### config.mk
export PLATFORM = sky130hd
export DESIGN_NAME = tt_pattern_tx
export DESIGN_NICKNAME = d
export VERILOG_FILES = /design/src/rtl/tt_pattern_tx.sv
export SDC_FILE = /design/constraint.sdc
export NUM_CORES = 1
export LEC_CHECK = 0
export BUFFER_PORTS_ARGS = -buffer_cell sky130_fd_sc_hd__buf_2
export CELL_PAD_IN_SITES_DETAIL_PLACEMENT = 1
export CELL_PAD_IN_SITES_GLOBAL_PLACEMENT = 1
export CORE_UTILIZATION = 35
export DETAILED_ROUTE_END_ITERATION = 10
export PLACE_DENSITY_LB_ADDON = 0.1
export SYNTH_ARGS = -nofsm -noshare
export SYNTH_HDL_FRONTEND = slang
export SYNTH_SLANG_ARGS = --single-unit
### constraint.sdc
create_clock -name clk -period 2.26 [get_ports clk]
set_input_delay 0.226 -clock clk [delete_from_list [all_inputs] [get_ports clk]]
set_output_delay 0.226 -clock clk [all_outputs]
set_load 0.01 [all_outputs]
### src/rtl/tt_pattern_tx.sv
// rtl/tt_pattern_tx.sv - edge-list stimulus driver for the shortest-path engine
// Buffers host edges, streams one query + edge task, and returns the engine's cost.
module tt_pattern_tx #(
  parameter int MAX_EDGES = 32,
  parameter int TIMEOUT   = 255
) (
  input  logic       clk,
  input  logic       rst_n,
  input  logic       edge_clr,
  input  logic       load_valid,
  input  logic [3:0] load_src,
  input  logic [3:0] load_dst,
  output logic       load_ready,
  input  logic       start,
  input  logic [3:0] query_src,
  input  logic [3:0] query_dst,
  output logic       busy,
  output logic       in_valid,
  output logic [3:0] source,
  output logic [3:0] destination,
  input  logic       out_valid,
  input  logic [3:0] cost,
  output logic       result_valid,
  output logic [3:0] result_cost,
  output logic       result_timeout
);

  localparam int AW = (MAX_EDGES > 1) ? $clog2(MAX_EDGES) : 1;
  localparam int CW = $clog2(MAX_EDGES) + 1;
  localparam int TW = (TIMEOUT > 1) ? $clog2(TIMEOUT) : 1;
  localparam logic [CW-1:0] MAX_C    = CW'(MAX_EDGES);
  localparam logic [TW-1:0] TMO_LAST = TW'(TIMEOUT - 1);

  typedef enum logic [2:0] {S_IDLE, S_QUERY, S_EDGE, S_WAIT, S_DONE} state_t;

  state_t          r_state;
  logic [CW-1:0]   r_cnt;
  logic [CW-1:0]   r_ptr;
  logic [TW-1:0]   r_tmo;
  logic            r_in_valid;
  logic [3:0]      r_source;
  logic [3:0]      r_destination;
  logic            r_result_valid;
  logic [3:0]      r_result_cost;
  logic            r_result_timeout;
  logic [7:0]      r_buf [MAX_EDGES];

  logic            w_load_ready;
  logic            w_wr;
  logic [7:0]      w_rd;

  assign w_load_ready = (r_state == S_IDLE) && (r_cnt < MAX_C);
  // A start or clear in the same cycle wins over the offered edge.
  assign w_wr         = w_load_ready && load_valid && !edge_clr && !start;
  assign w_rd         = r_buf[r_ptr[AW-1:0]];

  always_ff @(posedge clk) begin
    if (w_wr) begin
      r_buf[r_cnt[AW-1:0]] <= {load_src, load_dst};
    end
  end

  always_ff @(posedge clk or negedge rst_n) begin
    if (!rst_n) begin
      r_state          <= S_IDLE;
      r_cnt            <= '0;
      r_ptr            <= '0;
      r_tmo            <= '0;
      r_in_valid       <= 1'b0;
      r_source         <= '0;
      r_destination    <= '0;
      r_result_valid   <= 1'b0;
      r_result_cost    <= '0;
      r_result_timeout <= 1'b0;
    end else begin
      case (r_state)
        S_IDLE: begin
          if (edge_clr) begin
            r_cnt <= '0;
          end else if (w_wr) begin
            r_cnt <= r_cnt + CW'(1);
          end
          if (start) begin
            r_ptr         <= '0;
            r_in_valid    <= 1'b1;
            r_source      <= query_src;
            r_destination <= query_dst;
            r_state       <= S_QUERY;
          end
        end
        S_QUERY: begin
          if (r_cnt != '0) begin
            r_source      <= w_rd[7:4];
            r_destination <= w_rd[3:0];
            r_ptr         <= CW'(1);
            r_state       <= S_EDGE;
          end else begin
            r_in_valid    <= 1'b0;
            r_source      <= '0;
            r_destination <= '0;
            r_tmo         <= '0;
            r_state       <= S_WAIT;
          end
        end
        S_EDGE: begin
          if (r_ptr == r_cnt) begin
            r_in_valid    <= 1'b0;
            r_source      <= '0;
            r_destination <= '0;
            r_tmo         <= '0;
            r_state       <= S_WAIT;
          end else begin
            r_source      <= w_rd[7:4];
            r_destination <= w_rd[3:0];
            r_ptr         <= r_ptr + CW'(1);
          end
        end
        S_WAIT: begin
          if (out_valid) begin
            r_result_cost    <= cost;
            r_result_timeout <= 1'b0;
            r_result_valid   <= 1'b1;
            r_state          <= S_DONE;
          end else if (r_tmo == TMO_LAST) begin
            r_result_cost    <= '0;
            r_result_timeout <= 1'b1;
            r_result_valid   <= 1'b1;
            r_state          <= S_DONE;
          end else begin
            r_tmo <= r_tmo + TW'(1);
          end
        end
        S_DONE: begin
          r_result_valid <= 1'b0;
          r_state        <= S_IDLE;
        end
        default: r_state <= S_IDLE;
      endcase
    end
  end

  assign load_ready     = w_load_ready;
  assign busy           = (r_state != S_IDLE);
  assign in_valid       = r_in_valid;
  assign source         = r_source;
  assign destination    = r_destination;
  assign result_valid   = r_result_valid;
  assign result_cost    = r_result_cost;
  assign result_timeout = r_result_timeout;

endmodule

==> key figures <==
Run status
  – Result of the run: complete, no violations

Synth
  – Portion of netlist area occupied by mux cells: 0.130
  – Syn_area_per_cell: 16.5 um2
  – Xor-xnor portion of the synthesized cell area: 0.00716
  – Flops & latches, synth: 294
  – Number of synthesis warnings: 0
  – Portion of the post-synthesis area used by sequential elements: 0.706
  – Main synth FF type: sky130_fd_sc_hd__edfxtp_1
  – Dominant cell by count in the synthesized netlist: sky130_fd_sc_hd__edfxtp_1
  – Post-synthesis instance area: 12,200 um2
  – Net count after synthesis: 775
  – Combinational family with the most area after synthesis: multiplexers
  – Proportion of register bits with asynchronous set or reset after synthesis: 0.129
  – Fraction of the mapped netlist area in simple logic gates: 0.0595
  – Number of flops mapped to enable cells by yosys: 256
  – Post-synthesis cell type count: 57
  – Synth top cells by count: sky130_fd_sc_hd__edfxtp_1 (256), sky130_fd_sc_hd__nor2_1 (68), sky130_fd_sc_hd__nand2_1 (46)
  – Adder-cell share of the synthesized area: 0.00716
  – Cell type contributing the most total cell area after synthesis: sky130_fd_sc_hd__edfxtp_1
  – Synth top area share: 0.628
  – Number of standard cells after synthesis: 742
  – Share of the synthesized area in compound gates (AO/OA/AOI/OAI): 0.0679
  – Top post-synthesis cells by area: sky130_fd_sc_hd__edfxtp_1 (63%), sky130_fd_sc_hd__dfrtp_1 (7.8%), sky130_fd_sc_hd__mux4_2 (7.4%)

Timing
  – Worst setup slack after layout: 17.5 ps
  – Period utilization: 0.992
  – RSZ-0062 raised after global routing: yes
  – Slew at the pin closest to its max-slew limit: 981 ps
  – Minimum clock period: 2240 ps
  – Clock skew after layout: 14.2 ps
  – Worst hold slack: 137 ps
  – Max-slew violation count: 0
  – Highest achievable clock rate: 446 MHz
  – Fin. Hold Viols: 0
  – Final setup viols: 0
  – Worst max-slew margin expressed relative to the limit: 0.346

Clocking
  – Depth of the CTS H-tree: 2
  – TritonCTS clock tree: built
  – Clock-pin slew reported for the worst setup and hold paths after clock tree synthesis: 60 ps
  – Total number of clock tree sinks: 294
  – Clk Tree Root Cell: sky130_fd_sc_hd__clkbuf_16
  – Max Buffers Root-to-Sink: 3
  – TritonCTS Buffers: 34
  – Worst-skew pair later-pin latency: 510 ps

Floorplan
  – Total Die Area: 35,700 um2
  – CORE AREA: 34,500 um2
  – Num ports: 43
  – DIE HEIGHT: 189 um
  – Die Width: 189 um
  – Row cnt: 68
  – Initial Utilization: 0.355

Drt
  – Routed length per placed instance: 24.6 um
  – Antenna Violating Nets Remaining: 0
  – Via/cell ratio: 5.20
  – DRC violations left: 0
  – First DRT Iteration DRCs: 394
  – Via count: 7,040
  – Overall routed net length: 33.3 mm
  – 1st-pass router iterations: 5

Global routing
  – Largest net degree at the start of global routing: 42
  – Total congestion overflow after global routing: 0
  – Global router's overall resource usage: 0.190
  – Antenna violations before repair: 0
  – Wire length of the first global-routing pass: 49.2 mm
  – Via count of the first global-routing pass: 7,482

Layout
  – Layout cell share with drive strength beyond 1: 0.294
  – Net count reported at finish: 910
  – Layout fillers: 3,392
  – Synth-to-Final Area Change: 21.3%
  – Post-layout utilization of the core: 0.431
  – Count of antenna diodes in the layout: 0
  – Post-Layout Inst Area: 14,800 um2

Critical path
  – Destination of the critical timing path: source[0]
  – Type of origin of the critical path: flop
  – CP Data Arrival Time: 2640 ps
  – Kind of end point of the critical path: flop
  – Reg-to-reg slack, setup: 20 ps
  – Worst r2r dst: source[0]
  – Critical path data required time: 2660 ps
  – Maximum fanout along the worst path: 10
  – Number of cells traversed by the worst register-to-register path: 6
  – Launching instance or port of the critical path: r_ptr[0]
  – Critical path class: reg2reg
  – Source of the worst register-to-register timing path: r_ptr[0]

Power and ir drop
  – Peak supply drop: 0.733 mV
  – Post-layout power: 17.1 mW
  – Pleak: 5.22 nW
  – Power per unit of standard cell area: 1150 nW/um2

Place
  – HPWL Detailed: 21.9 mm
  – Gp weighted congestion: 0.816
  – Setup slack after placement: -175 ps
  – Count of buffers inserted at the top-level ports: 42
  – Standard cell area after detailed placement: 13,500 um2

Worst hold path
  – Type of the worst min-delay path: in2reg

Job
  – Maxcap violations: 0
-- area by class of cell --
type	instances	area [um2]	share of cell area
multi-input cells	404	3380	0.228
inverters	8	30.0	0.00202
clock inverters	10	125	0.00843
flip-flops and latches	294	8640	0.583
repair buffers	135	1130	0.0764
well taps	455	569	0.0384
clock buffers	49	948	0.0639
-- per-stage QoR --
| stage | instances | setup TNS, ps |
|---|---|---|
| 2_1_floorplan | 742 | -10780 |
| 3_3_place_gp | 1282 | -260 |
| 3_5_place_dp | 1282 | -4050 |
| 4_1_cts | 1349 | -47.2 |
| 5_1_grt | 1355 | -46.1 |
| 6_report | 1355 | 0 |
-- state kept, by name, indices dropped and copies added, names as in the netlist --
signal and cells:
r_buf 256, source 4, result_valid 1, r_cnt 6
r_ptr 6, r_state 3, in_valid 1, r_tmo 8
destination 4, result_cost 4, result_timeout 1
-- placed cells by master, fill, tap and decap left out, types with 24 or more instances in the layout --
cell	synthesis	routed
sky130_fd_sc_hd__mux2i_1	40	38
sky130_fd_sc_hd__buf_2	9	42
sky130_fd_sc_hd__buf_4	6	71
sky130_fd_sc_hd__edfxtp_1	256	256
sky130_fd_sc_hd__mux4_2	40	40
sky130_fd_sc_hd__dfrtp_1	38	36
sky130_fd_sc_hd__nor2_1	68	65
sky130_fd_sc_hd__nand2_1	46	45
sky130_fd_sc_hd__mux2_2	24	24
sky130_fd_sc_hd__o21ai_0	40	32
sky130_fd_sc_hd__clkbuf_16	0	36
-- repair_timing --
action / 4_1_cts / 5_1_grt
endpoints found under the setup margin: 69 / 261
hold buffers: 7 / 0
pin swaps: 0 / 5
cloned: 1 / 1
resized for setup: 7 / 16
setup buffers: 0 / 5
hold endpoints to repair: 44 / 0
-- per-layer routing --
metal | vias up | share of wire | GRT usage
met5 | - | 0 | 0
met4 | 0 | 0.020 | 0.0515
met3 | 46 | 0.039 | 0.0287
met2 | 143 | 0.50 | 0.330
met1 | 3671 | 0.44 | 0.248
li1 | 3180 | - | -
-- logic make-up (layout without fill, tap and decap cells) --
kind of cell             count (synthesis)  in the layout
AND/OR/NAND/NOR                        158            158
XOR/XNOR                                10             10
flip-flops                             294            294
multiplexers                           105            105
AO/OA/AOI/OAI                          124            124
buffers and inverters                   44            202
adder cells (fa/ha/maj)                  7              7
-- worst min path at each step --
stage                             from             end  slack [ps]  cells past startpoint
after floorplan                  rst_n  destination[0]         -70                      0
after global placement           rst_n        r_tmo[1]         420                      1
after detailed placement         rst_n        r_tmo[1]         430                      1
after CTS                 query_src[3]       source[3]         120                      4
after global routing      query_dst[0]  destination[0]         190                      4
final                     query_src[3]       source[3]         140                      4
-- critical path, stage by stage (launching register included) --
cell	delay (ps)
sky130_fd_sc_hd__dfrtp_4	500
sky130_fd_sc_hd__buf_16	180
sky130_fd_sc_hd__buf_4	120
sky130_fd_sc_hd__mux4_2	550
sky130_fd_sc_hd__o211ai_1	400
sky130_fd_sc_hd__o2111ai_1	200
sky130_fd_sc_hd__o211a_1	170
-- report_power, final --
part	switching [mW]	internal, mW	total (mW)
logic	2.90	2.51	5.41
clock network	2.08	3.25	5.33
registers	0.223	6.15	6.38
total	5.21	11.9	17.1
Power figures use the tool's default switching activity.
